===== src/rtl/mpf_vtp_port_client_if.sv =====
// -----------------------------------------------------------------------------
// mpf_vtp_pkg / mpf_vtp_port_if
//
// Purpose: shared lookup payload types and the VTP translation port interface.
//   The requester (to_slave) side drives reqEn/req/flags and almostFullFromFIU.
//   It consumes almostFullToAFU, rspValid and rsp. The translation service
//   (to_client) side sees the same signals with the directions reversed.
//
// Signals:
//   reqEn             lookup request strobe (requester -> service)
//   req               lookup payload
//   reqAddrIsVirtual  address needs translation
//   reqIsOrdered      ordered request (fence)
//   almostFullToAFU   service can accept only a few more requests
//   rspValid          lookup response strobe (service -> requester)
//   rsp               response payload
//   almostFullFromFIU requester response buffer is nearly full
// -----------------------------------------------------------------------------
package mpf_vtp_pkg;

    typedef struct packed {
        logic [7:0]  tag;
        logic [47:0] va;
    } t_mpf_vtp_lookup_req;

    typedef struct packed {
        logic [7:0]  tag;
        logic [47:0] pa;
        logic        error;
    } t_mpf_vtp_lookup_rsp;

endpackage

interface mpf_vtp_port_if;
    import mpf_vtp_pkg::*;

    logic                reqEn;
    t_mpf_vtp_lookup_req req;
    logic                reqAddrIsVirtual;
    logic                reqIsOrdered;
    logic                almostFullToAFU;
    logic                rspValid;
    t_mpf_vtp_lookup_rsp rsp;
    logic                almostFullFromFIU;

    modport to_slave (
        output reqEn, req, reqAddrIsVirtual, reqIsOrdered, almostFullFromFIU,
        input  almostFullToAFU, rspValid, rsp
    );

    modport to_client (
        input  reqEn, req, reqAddrIsVirtual, reqIsOrdered, almostFullFromFIU,
        output almostFullToAFU, rspValid, rsp
    );

endinterface


===== src/rtl/mpf_vtp_port_client.sv =====
// -----------------------------------------------------------------------------
// mpf_vtp_port_client
//
// Purpose: client-side driver for one VTP translation port. It buffers AFU
//   lookup requests and issues them under almost-full flow control. It tracks
//   lookups in flight, buffers responses (back-pressuring the port through
//   almostFullFromFIU) and offers a flush/drain handshake to the AFU.
//
// Optional feature macro: MPF_VTP_PORT_CLIENT_STATS_EN
//   When defined, it adds 32-bit wrapping counters stat_req_issued,
//   stat_rsp_recv and stat_af_stall_cycles.
//
// Ports:
//   clk, reset_n           clock, asynchronous active-low reset
//   afu_req_valid/ready    AFU request handshake (ready = room and RUN state)
//   afu_req                lookup payload
//   afu_req_is_virtual     address needs translation
//   afu_req_is_ordered     ordered request; combined with is_virtual it is illegal
//   afu_rsp_valid/ready    AFU response handshake
//   afu_rsp                response payload (head of response FIFO)
//   vtp                    VTP port, requester side
//   flush_req              pulse to start a drain
//   flush_done             one-cycle pulse when the drain finishes
//   outstanding            lookups in flight
//   err_illegal            sticky: virtual+ordered request was dropped
//   err_rsp_overflow       sticky: response dropped on a full FIFO
// -----------------------------------------------------------------------------
module mpf_vtp_port_client
    import mpf_vtp_pkg::*;
#(
    parameter int REQ_DEPTH       = 8,
    parameter int RSP_DEPTH       = 16,
    parameter int MAX_OUTSTANDING = 16,
    parameter int RSP_AF_THRESH   = 4
)(
    input  logic                                    clk,
    input  logic                                    reset_n,
    input  logic                                    afu_req_valid,
    output logic                                    afu_req_ready,
    input  t_mpf_vtp_lookup_req                     afu_req,
    input  logic                                    afu_req_is_virtual,
    input  logic                                    afu_req_is_ordered,
    output logic                                    afu_rsp_valid,
    input  logic                                    afu_rsp_ready,
    output t_mpf_vtp_lookup_rsp                     afu_rsp,
    mpf_vtp_port_if.to_slave                        vtp,
    input  logic                                    flush_req,
    output logic                                    flush_done,
    output logic [$clog2(MAX_OUTSTANDING+1)-1:0]    outstanding,
    output logic                                    err_illegal,
    output logic                                    err_rsp_overflow
`ifdef MPF_VTP_PORT_CLIENT_STATS_EN
    ,
    output logic [31:0]                             stat_req_issued,
    output logic [31:0]                             stat_rsp_recv,
    output logic [31:0]                             stat_af_stall_cycles
`endif
);

    localparam int QAW = $clog2(REQ_DEPTH);
    localparam int RAW = $clog2(RSP_DEPTH);
    localparam int OW  = $clog2(MAX_OUTSTANDING + 1);

    localparam logic [QAW:0]  REQ_FULL_C   = (QAW+1)'(REQ_DEPTH);
    localparam logic [RAW:0]  RSP_FULL_C   = (RAW+1)'(RSP_DEPTH);
    localparam logic [RAW:0]  RSP_THRESH_C = (RAW+1)'(RSP_AF_THRESH);
    localparam logic [OW-1:0] MAX_OUT_C    = OW'(MAX_OUTSTANDING);

    typedef enum logic [1:0] {
        ST_RUN   = 2'd0,
        ST_DRAIN = 2'd1,
        ST_DONE  = 2'd2
    } t_state;

    typedef struct packed {
        t_mpf_vtp_lookup_req req;
        logic                is_virtual;
        logic                is_ordered;
    } t_req_entry;

    // Request FIFO: pointers carry one extra bit so full and empty differ.
    t_req_entry        req_mem_q [REQ_DEPTH];
    logic [QAW:0]      req_wr_q, req_wr_d, req_rd_q, req_rd_d;
    logic [QAW:0]      req_count_d;
    logic              req_empty_s;

    // Response FIFO
    t_mpf_vtp_lookup_rsp rsp_mem_q [RSP_DEPTH];
    logic [RAW:0]      rsp_wr_q, rsp_wr_d, rsp_rd_q, rsp_rd_d;
    logic [RAW:0]      rsp_count_s;
    logic              rsp_full_s;
    logic              rsp_push_s, rsp_pop_s;

    t_state            state_q, state_d;
    logic [OW-1:0]     outstanding_q, outstanding_d;

    logic              accept_s, illegal_s, legal_s;
    logic              issue_ok_s, pop_s, bypass_s, enq_s, issue_s;
    t_req_entry        incoming_s, issue_entry_s;

    // Registered outputs
    logic              req_en_q, req_en_d;
    t_req_entry        req_out_q, req_out_d;
    logic              ready_q, ready_d;
    logic              flush_done_q, flush_done_d;
    logic              err_illegal_q, err_illegal_d;
    logic              err_ovf_q, err_ovf_d;

    assign incoming_s  = '{req: afu_req, is_virtual: afu_req_is_virtual,
                           is_ordered: afu_req_is_ordered};
    assign req_empty_s = (req_wr_q == req_rd_q);
    assign rsp_count_s = rsp_wr_q - rsp_rd_q;
    assign rsp_full_s  = (rsp_count_s == RSP_FULL_C);

    assign accept_s  = afu_req_valid && ready_q;
    assign illegal_s = accept_s && afu_req_is_virtual && afu_req_is_ordered;
    assign legal_s   = accept_s && !illegal_s;

    // almostFullToAFU is honoured in the same cycle; DRAIN keeps issuing.
    assign issue_ok_s = !vtp.almostFullToAFU && (outstanding_q < MAX_OUT_C) &&
                        ((state_q == ST_RUN) || (state_q == ST_DRAIN));
    assign pop_s      = !req_empty_s && issue_ok_s;
    // An empty FIFO lets a new request go straight to the issue registers,
    // giving reqEn in the cycle right after acceptance.
    assign bypass_s   = legal_s && req_empty_s && issue_ok_s;
    assign enq_s      = legal_s && !bypass_s;
    assign issue_s    = pop_s || bypass_s;

    assign rsp_push_s = vtp.rspValid && !rsp_full_s;
    assign rsp_pop_s  = afu_rsp_valid && afu_rsp_ready;

    // Issue source select, FIFO pointer and count updates
    always_comb begin
        issue_entry_s = req_mem_q[req_rd_q[QAW-1:0]];
        if (bypass_s) begin
            issue_entry_s = incoming_s;
        end else begin
            issue_entry_s = req_mem_q[req_rd_q[QAW-1:0]];
        end
        req_wr_d    = req_wr_q + {{QAW{1'b0}}, enq_s};
        req_rd_d    = req_rd_q + {{QAW{1'b0}}, pop_s};
        req_count_d = req_wr_d - req_rd_d;
        rsp_wr_d    = rsp_wr_q + {{RAW{1'b0}}, rsp_push_s};
        rsp_rd_d    = rsp_rd_q + {{RAW{1'b0}}, rsp_pop_s};
    end

    // In-flight counter: +1 on issue, -1 on response, saturating at zero
    always_comb begin
        outstanding_d = outstanding_q;
        if (issue_s && !vtp.rspValid) begin
            outstanding_d = outstanding_q + OW'(1'b1);
        end else if (!issue_s && vtp.rspValid) begin
            if (outstanding_q != '0) begin
                outstanding_d = outstanding_q - OW'(1'b1);
            end else begin
                outstanding_d = outstanding_q;
            end
        end else begin
            outstanding_d = outstanding_q;
        end
    end

    // Flush FSM next state
    always_comb begin
        state_d = state_q;
        case (state_q)
            ST_RUN: begin
                if (flush_req) state_d = ST_DRAIN;
                else           state_d = ST_RUN;
            end
            ST_DRAIN: begin
                if (req_empty_s && (outstanding_q == '0)) state_d = ST_DONE;
                else                                      state_d = ST_DRAIN;
            end
            ST_DONE: state_d = ST_RUN;
            default: state_d = ST_RUN;
        endcase
    end

    // Next values of the registered outputs
    always_comb begin
        req_en_d      = issue_s;
        req_out_d     = req_out_q;
        if (issue_s) begin
            req_out_d = issue_entry_s;
        end else begin
            req_out_d = req_out_q;
        end
        // Ready looks one cycle ahead so it is valid for the next cycle's count
        ready_d       = (state_d == ST_RUN) && (req_count_d != REQ_FULL_C);
        flush_done_d  = (state_q == ST_DRAIN) && (state_d == ST_DONE);
        err_illegal_d = err_illegal_q || illegal_s;
        err_ovf_d     = err_ovf_q || (vtp.rspValid && rsp_full_s);
    end

    // Control state and output registers
    always_ff @(posedge clk or negedge reset_n) begin
        if (!reset_n) begin
            req_wr_q      <= '0;
            req_rd_q      <= '0;
            rsp_wr_q      <= '0;
            rsp_rd_q      <= '0;
            state_q       <= ST_RUN;
            outstanding_q <= '0;
            req_en_q      <= 1'b0;
            req_out_q     <= '0;
            ready_q       <= 1'b0;
            flush_done_q  <= 1'b0;
            err_illegal_q <= 1'b0;
            err_ovf_q     <= 1'b0;
        end else begin
            req_wr_q      <= req_wr_d;
            req_rd_q      <= req_rd_d;
            rsp_wr_q      <= rsp_wr_d;
            rsp_rd_q      <= rsp_rd_d;
            state_q       <= state_d;
            outstanding_q <= outstanding_d;
            req_en_q      <= req_en_d;
            req_out_q     <= req_out_d;
            ready_q       <= ready_d;
            flush_done_q  <= flush_done_d;
            err_illegal_q <= err_illegal_d;
            err_ovf_q     <= err_ovf_d;
        end
    end

    // FIFO storage; contents need no reset since the pointers qualify them
    always_ff @(posedge clk) begin
        if (enq_s) begin
            req_mem_q[req_wr_q[QAW-1:0]] <= incoming_s;
        end
        if (rsp_push_s) begin
            rsp_mem_q[rsp_wr_q[RAW-1:0]] <= vtp.rsp;
        end
    end

    assign vtp.reqEn             = req_en_q;
    assign vtp.req               = req_out_q.req;
    assign vtp.reqAddrIsVirtual  = req_out_q.is_virtual;
    assign vtp.reqIsOrdered      = req_out_q.is_ordered;
    assign vtp.almostFullFromFIU = ((RSP_FULL_C - rsp_count_s) <= RSP_THRESH_C);

    assign afu_req_ready    = ready_q;
    assign afu_rsp_valid    = (rsp_count_s != '0);
    // Payload is masked to zero when empty so it is clean out of reset
    assign afu_rsp          = afu_rsp_valid ? rsp_mem_q[rsp_rd_q[RAW-1:0]] : '0;
    assign flush_done       = flush_done_q;
    assign outstanding      = outstanding_q;
    assign err_illegal      = err_illegal_q;
    assign err_rsp_overflow = err_ovf_q;

`ifdef MPF_VTP_PORT_CLIENT_STATS_EN
    logic [31:0] stat_req_q, stat_rsp_q, stat_stall_q;

    // Event counters, wrapping at 2^32
    always_ff @(posedge clk or negedge reset_n) begin
        if (!reset_n) begin
            stat_req_q   <= 32'd0;
            stat_rsp_q   <= 32'd0;
            stat_stall_q <= 32'd0;
        end else begin
            if (issue_s) stat_req_q <= stat_req_q + 32'd1;
            else         stat_req_q <= stat_req_q;
            if (vtp.rspValid) stat_rsp_q <= stat_rsp_q + 32'd1;
            else              stat_rsp_q <= stat_rsp_q;
            if (!req_empty_s && vtp.almostFullToAFU) stat_stall_q <= stat_stall_q + 32'd1;
            else                                     stat_stall_q <= stat_stall_q;
        end
    end

    assign stat_req_issued      = stat_req_q;
    assign stat_rsp_recv        = stat_rsp_q;
    assign stat_af_stall_cycles = stat_stall_q;
`endif

endmodule

===== src/flat_wrapper.sv =====
// flat-port wrapper written by rule: the top's interface ports become plain ports
module mpf_vtp_port_client_flat import mpf_vtp_pkg::*;
#(
    parameter int REQ_DEPTH       = 8,
    parameter int RSP_DEPTH       = 16,
    parameter int MAX_OUTSTANDING = 16,
    parameter int RSP_AF_THRESH   = 4
)
  (clk, reset_n, afu_req_valid, afu_req_ready, afu_req, afu_req_is_virtual, afu_req_is_ordered, afu_rsp_valid, afu_rsp_ready, afu_rsp, flush_req, flush_done, outstanding, err_illegal, err_rsp_overflow, vtp_reqEn, vtp_req, vtp_reqAddrIsVirtual, vtp_reqIsOrdered, vtp_almostFullFromFIU, vtp_almostFullToAFU, vtp_rspValid, vtp_rsp);
  mpf_vtp_port_if vtp_i ();
  input  logic clk;
  input  logic reset_n;
  input  logic afu_req_valid;
  output logic afu_req_ready;
  input  t_mpf_vtp_lookup_req afu_req;
  input  logic afu_req_is_virtual;
  input  logic afu_req_is_ordered;
  output logic afu_rsp_valid;
  input  logic afu_rsp_ready;
  output t_mpf_vtp_lookup_rsp afu_rsp;
  input  logic flush_req;
  output logic flush_done;
  output logic [$clog2(MAX_OUTSTANDING+1)-1:0] outstanding;
  output logic err_illegal;
  output logic err_rsp_overflow;
  output wire logic [$bits(vtp_i.reqEn)-1:0] vtp_reqEn;
  output wire logic [$bits(vtp_i.req)-1:0] vtp_req;
  output wire logic [$bits(vtp_i.reqAddrIsVirtual)-1:0] vtp_reqAddrIsVirtual;
  output wire logic [$bits(vtp_i.reqIsOrdered)-1:0] vtp_reqIsOrdered;
  output wire logic [$bits(vtp_i.almostFullFromFIU)-1:0] vtp_almostFullFromFIU;
  input wire logic [$bits(vtp_i.almostFullToAFU)-1:0] vtp_almostFullToAFU;
  input wire logic [$bits(vtp_i.rspValid)-1:0] vtp_rspValid;
  input wire logic [$bits(vtp_i.rsp)-1:0] vtp_rsp;
  assign vtp_reqEn = vtp_i.reqEn;
  assign vtp_req = vtp_i.req;
  assign vtp_reqAddrIsVirtual = vtp_i.reqAddrIsVirtual;
  assign vtp_reqIsOrdered = vtp_i.reqIsOrdered;
  assign vtp_almostFullFromFIU = vtp_i.almostFullFromFIU;
  assign vtp_i.almostFullToAFU = vtp_almostFullToAFU;
  assign vtp_i.rspValid = vtp_rspValid;
  assign vtp_i.rsp = vtp_rsp;
  mpf_vtp_port_client #(.REQ_DEPTH(REQ_DEPTH), .RSP_DEPTH(RSP_DEPTH), .MAX_OUTSTANDING(MAX_OUTSTANDING), .RSP_AF_THRESH(RSP_AF_THRESH)) u_core (.clk(clk), .reset_n(reset_n), .afu_req_valid(afu_req_valid), .afu_req_ready(afu_req_ready), .afu_req(afu_req), .afu_req_is_virtual(afu_req_is_virtual), .afu_req_is_ordered(afu_req_is_ordered), .afu_rsp_valid(afu_rsp_valid), .afu_rsp_ready(afu_rsp_ready), .afu_rsp(afu_rsp), .vtp(vtp_i), .flush_req(flush_req), .flush_done(flush_done), .outstanding(outstanding), .err_illegal(err_illegal), .err_rsp_overflow(err_rsp_overflow));
endmodule

===== config.mk =====
export PLATFORM = sky130hd
export DESIGN_NAME = mpf_vtp_port_client_flat
export DESIGN_NICKNAME = d
export VERILOG_FILES = /design/src/rtl/mpf_vtp_port_client_if.sv /design/src/rtl/mpf_vtp_port_client.sv /design/src/flat_wrapper.sv
export SDC_FILE = /design/constraint.sdc
export NUM_CORES = 1
export LEC_CHECK = 0
export BUFFER_PORTS_ARGS = -buffer_cell sky130_fd_sc_hd__buf_4
export CORE_MARGIN = 2
export CORE_UTILIZATION = 60
export DETAILED_ROUTE_END_ITERATION = 12
export GPL_TIMING_DRIVEN = 0
export PLACE_DENSITY = 0.85
export REMOVE_ABC_BUFFERS = 1
export SETUP_SLACK_MARGIN = 0.05
export SYNTH_ARGS = -nofsm -noshare
export SYNTH_HDL_FRONTEND = slang
export SYNTH_SLANG_ARGS = --single-unit
export TNS_END_PERCENT = 50

===== constraint.sdc =====
create_clock -name clk -period 9.8 [get_ports clk]
set_input_delay 0.49 -clock clk [delete_from_list [all_inputs] [get_ports clk]]
set_output_delay 0.49 -clock clk [all_outputs]
set_load 0.02 [all_outputs]

======== Word-level counts from Yosys, hierarchy flattened ========
Memory sizes are Yosys's and may differ from the RTL's.
Index checks and enable logic that the tools add are counted.
cells by class
  multiplexer cells ....................... 12
  eq/ne operators ......................... 5
  $add $sub $neg .......................... 9
  $lt $le $gt $ge ......................... 2
  reductions and logical operators ........ 37
operators by type and width
  kind                                                                    number
  58-bit 2-to-1 mux                                                       1
  57-bit 2-to-1 mux                                                       1
  1-bit logical AND                                                       18
  5-bit 2-to-1 mux                                                        3
  5-bit by 1-bit adder with 5-bit output                                  2
  5-bit nonzero test                                                      2
  4-bit by 1-bit adder with 4-bit output                                  2
  1-bit logical NOT                                                       7
  5-bit by 1-bit adder with 5-bit output (second input constant)          1
  5-bit == test (second input constant)                                   1
  5-bit by 3-bit <= comparator with 1-bit output (second input constant)  1
  5-bit logical NOT                                                       1
  5-bit < comparator (second input constant)                              1
  1-bit 2-to-1 mux                                                        5
  5-bit by 1-bit subtractor with 5-bit output (second input constant)     1
  5-bit subtractor                                                        1
  5-bit subtractor (first input constant)                                 1
  4-bit == test                                                           1
  2-bit logical NOT                                                       2
  1-bit logical OR                                                        4
  4-bit inequality test (second input constant)                           1
  2-bit one-hot mux with 2 select lines                                   1
  2-bit nonzero test                                                      2
  4-bit subtractor                                                        1
  4 further kinds                                                         4
word-level totals
  output and inout port bits .............. 127
  logic and storage cells ................. 82
  memories kept ........................... 2
  input port bits ......................... 122
  bits in writable memories ............... 1,376
  flip-flop bits (word level) ............. 88
memory list
  memory            depth  bits a word  rd ports  clocked after memory_dff  wr ports  line                       text
  u_core.rsp_mem_q  16     57           1         0                         1         mpf_vtp_port_client.sv:88  t_mpf_vtp_lookup_rsp rsp_mem_q [RSP_DEPTH];
  u_core.req_mem_q  8      58           1         0                         1         mpf_vtp_port_client.sv:82  t_req_entry req_mem_q [REQ_DEPTH];

======== Depth between registers and ports, before layout ========
  depth in word-level cells ............... 13
  mapped depth ............................ 18
  gate-level depth less buffers ........... 14

======== Worst setup path after synthesis ========
Ideal clock, no wire load.
  path type ............................... flip-flop to flip-flop
  start point ............................. register u_core.rsp_rd_q[1]
  end point ............................... memory u_core.rsp_mem_q[0][0] (netlist name) (enable)
  cell stages (with the launch flop) ...... 14
  library setup time ...................... 0.542 ns
  setup slack ............................. 2.583 ns
  period minus slack after synthesis ...... 7.217 ns
  data required time ...................... 9.258 ns
  data arrival time ....................... 6.675 ns
  path buffers ............................ 3
  cell sequence ........................... dfrtp_1 -> buf_2 -> clkbuf_1 -> clkbuf_1 -> inv_1 -> ha_1 -> nor2b_1 -> o21ai_0 -> a21boi_0 -> o21ai_0 -> inv_1 -> ha_1 -> or4_1 -> nor3_1
on the way
  longest elaborated chain between the ends .. 6
ends and longest elaborated chain
  element                                 line                        text
  start, declared                         mpf_vtp_port_client.sv:89   logic [RAW:0] rsp_wr_q, rsp_wr_d, rsp_rd_q, rsp_rd_d;
  start signal, assigned                  mpf_vtp_port_client.sv:215  rsp_rd_q <= rsp_rd_d;
  5-bit subtractor                        mpf_vtp_port_client.sv:112  assign rsp_count_s = rsp_wr_q - rsp_rd_q;
  5-bit == test                           mpf_vtp_port_client.sv:113  assign rsp_full_s = (rsp_count_s == RSP_FULL_C);
  1-bit logical NOT                       mpf_vtp_port_client.sv:129  assign rsp_push_s = vtp.rspValid && !rsp_full_s;
  1-bit logical AND                       mpf_vtp_port_client.sv:129
  1-bit 2-to-1 mux                        mpf_vtp_port_client.sv:232  if (rsp_push_s) begin
  1-bit 2-to-1 mux (implied by the code)  mpf_vtp_port_client.sv:233  rsp_mem_q[rsp_wr_q[RAW-1:0]] <= vtp.rsp;
  end, declared                           mpf_vtp_port_client.sv:88
No other way between the ends.

======== Worst setup path after layout ========
  start point ............................. register u_core.rsp_rd_q[1]
  end point ............................... memory u_core.rsp_mem_q[12][15] (netlist name) (enable)
Same word-level chain as after synthesis.

==> flow_summary.yaml <==
outcome:
  status: "complete, no violations"
pwr:
  switching_share_pct: 32.39
  power.density_nw_per_um2: 303.4
  ir_drop_mv: 0.2628
  pwr-share-seq_pct: 39.2
  p_clk_share_pct: 28.3
  share_comb_of_total_power_pct: 32.5
  p_leak_nw: 21.76
  p_switching_mw: 6.520
  p_int_mw: 13.61
worst_hold_path:
  worst_hold_path_type: "input port to register"
  min_from: "vtp_rsp[27]"
  holdPathStages: 1
  min_to: "u_core.rsp_mem_q[3][27]"
critical_path:
  cp_cell_sequence: "inv_1, ha_1, nor2b_1, o21ai_0, a21boi_0, o21ai_0, inv_1, ha_1, nor2_1, nand3_1, nor3_2, buf_8, buf_6, buf_6, buf_6"
  worst_setup_path_start_kind: "register"
  setup.worst_path.end_class: "register"
  path_common_cell: "buf_6"
  ff2ff_setup_slack_ns: 4.42
  worstPathMaxFanout: 51
  slowest_delay_ns: 0.99
  required_ns: 10.25
  critPathKind: "register to register"
  rr_startpoint: "u_core.rsp_rd_q[1]"
  r2r-end: "u_core.rsp_mem_q[12][15]"
  critical_path_arrival_ns: 5.83
  startpoint: "u_core.rsp_rd_q[1]"
  crit_slowest_cell: "nor3_2"
  reg2reg_depth: 15
final_layout:
  area_growth_syn_to_layout_pct: 18.95
  fin_nets: 3089
  drive_gt1_share_pct: 32.85
  postLayoutCoreUtil_pct: 72.17
  stdcell_count: 4303
  num-fill-cells: 4727
synthesis:
  synth_top_family_by_area: "multiplexers"
  ys_async_sr_fraction_pct: 6.011
  synthAdderAreaFrac_pct: 0.5428
  netlist_area_um2: 55780
  synth.most_common_cell: "edfxtp_1"
  synth_mux_area_share_pct: 14.94
  yosysUniqueCellTypes: 41
  synth_common_cells: "1376 x edfxtp_1, 344 x mux4_2, 164 x a22oi_1"
  synth-seq-cells: 1464
  synth_warnings: 0
  synth.avg_cell_area_um2: 22.13
  yosysTopAreaCell: "edfxtp_1"
  synth_ff_type: "edfxtp_1"
  synth_top_area_share_pct: 74.07
  synth_area_leaders: "edfxtp_1 74%, mux4_2 14%, dfrtp_1 3.9%"
  yosys.area_share.xor_xnor_pct: 0.4037
  synthSimpleGateAreaFrac_pct: 1.095
  netlist_instances: 2521
  seq_area_frac_synth_pct: 78.02
  synth-edff-count: 1376
  synth_compound_area_share_pct: 3.631
floorplanning:
  ios: 249
  rows: 111
  fp.dieW_um: 308.9
  core-area_um2: 91940
  die_y_um: 308.9
  start_util_pct: 60.67
  dieArea_um2: 95430
timing:
  timing.fmax_ghz: 0.1858
  worstMarginPinSlew_ns: 1.168
  rsz0062_at_grt: "no"
  finalHoldViolCount: 0
  timing.final.ws_setup_ns: 4.419
  fin_setup_tns_ns: 0
  post-route-period-util_pct: 54.91
  relSlewSlack_pct: 21.72
  fin_crit_ns: 5.381
  fin_skew_ns: 0.03522
  setup_viol_count_final: 0
  drv_slew: 0
placed_design:
  place_hpwl_mm: 80.39
  dp_cells: 3981
  io_buffers: 248
  dp_slack_ns: 4.634
  gp_congestion: 0.7469
global_route:
  grt-ovfl-total: 0
  antenna_found_initial: 6
  track_usage_pct: 32.41
  grt_pass1_vias: 31380
  grt_max_degree: 89
  grt_pass1_wl_mm: 217.9
clock_tree:
  cts_resized: 0
  clock_latency_ns: 0.76
  cts_root_buf: "clkbuf_16"
  cts_buffer_depth: 3
  cts_buffers: 142
  path_clk_slew_ns: 0.07
  cts_tree: "built"
  cts_max_level: 4
  cts.sinks: 1464
routing:
  vias: 30040
  first_pass_iters: 10
  via_per_inst: 6.982
  wl_per_cell_um: 35.54
  drc: 0
  ant_nets: 0
  wirelength_mm: 152.9
  drtIter0Drc: 4107
run:
  max-cap-violations: 0
==> routing by layer <==
metal	GRT usage, %	vias to the layer above	share of wire (%)
met5	0	-	0.020
met3	7.324	515	10
met2	55.83	2500	53
met4	15.49	4	4.8
met1	39.13	15560	32
li1	-	11460	-
==> worst max path at each step <==
stage	end	slack (ns)	cells after the start
after floorplan	u_core.rsp_mem_q[0][0]	-5.25	9
after global routing	u_core.rsp_mem_q[12][15]	4.27	15
after CTS	u_core.rsp_mem_q[12][15]	4.55	15
after global placement	u_core.rsp_mem_q[0][15]	-13.21	9
after detailed placement	u_core.rsp_mem_q[12][15]	4.63	15
final	u_core.rsp_mem_q[12][15]	4.42	15
==> worst max-delay path: cells and delay by family, from the launching register on <==
kind                       cells  cell delay [ns]
DFF                            1             0.97
adders and majority gates      2             0.57
AOI/OAI and AO/OA              3             0.58
and+or+nand+nor                4             1.85
buffers and inverters          6             1.07
==> sequential cells by signal, indices dropped and copies added, names as in the netlist <==
register                     cells
u_core.err_illegal               1
u_core.req_wr_q                  4
u_core.vtp.reqAddrIsVirtual      1
u_core.outstanding               5
u_core.req_rd_q                  4
u_core.rsp_rd_q                  5
u_core.vtp.reqEn                 1
u_core.flush_done                1
u_core.rsp_wr_q                  5
u_core.req_mem_q               464
u_core.rsp_mem_q               912
u_core.state_q                   2
u_core.afu_req_ready             1
u_core.err_rsp_overflow          1
u_core.vtp.reqIsOrdered          1
u_core.vtp.req                  56
==> area by class of cell <==
cell class	instances	area [um2]	area share (%)
well taps	1243	1555	2.344
flip-flops and latches	1464	43540	65.62
clock buffers	181	3826	5.766
multi-input cells	889	11740	17.69
diodes	7	17.52	0.02640
repair buffers	423	4637	6.988
clock inverters	72	952.2	1.435
inverters	24	90.09	0.1358
==> cells in the final DEF (no fill, tap or decap), drive strengths merged, types with 10 or more instances in the layout <==
cell type	instances
inv	29
mux2	51
ha	21
xnor2	12
xor2	11
nand2	11
mux4	344
bufinv	18
buf	362
dlygate4sd3	61
edfxtp	1376
a22oi	164
clkbuf	181
a21oi	112
o21ai	12
clkinv	43
dfrtp	88
nor2b	10
nor2	81
nand3	10
==> cell families after synthesis <==
logic type / after synthesis
compound gates: 312
xor+xnor: 24
fa+ha+maj: 23
buf+inv: 168
flops: 1464
mux: 396
simple gates: 134
==> power groups by stage <==
stage                     Sequential (mW)  Clock, mW  Combinational (mW)
after floorplan                      8.41          0                4.04
after global placement               8.57          0                6.09
final                                7.88       5.70                6.55
after CTS                            7.87       5.71                6.50
after global routing                 7.92       5.93                6.83
after detailed placement             7.95          0                6.25
==> per-stage QoR <==
| step | hold slack, ns | total power [mW] | instance area (um2) |
|---|---|---|---|
| floorplan | 0.1944 | 12.45 | 55110 |
| global placement | 0.4437 | 14.66 | 58520 |
| detailed placement | 0.4498 | 14.20 | 60920 |
| CTS | 0.0003327 | 20.07 | 66290 |
| global route | 0.03313 | 20.68 | 66340 |
| finish | 0.04338 | 20.13 | 66350 |
==> repair_timing <==
action,4_1_cts,5_1_grt
endpoints found under the hold margin,470,39
setup buffers,0,0
hold buffers,60,1
Note: power is estimated with default switching activity, not from simulation.
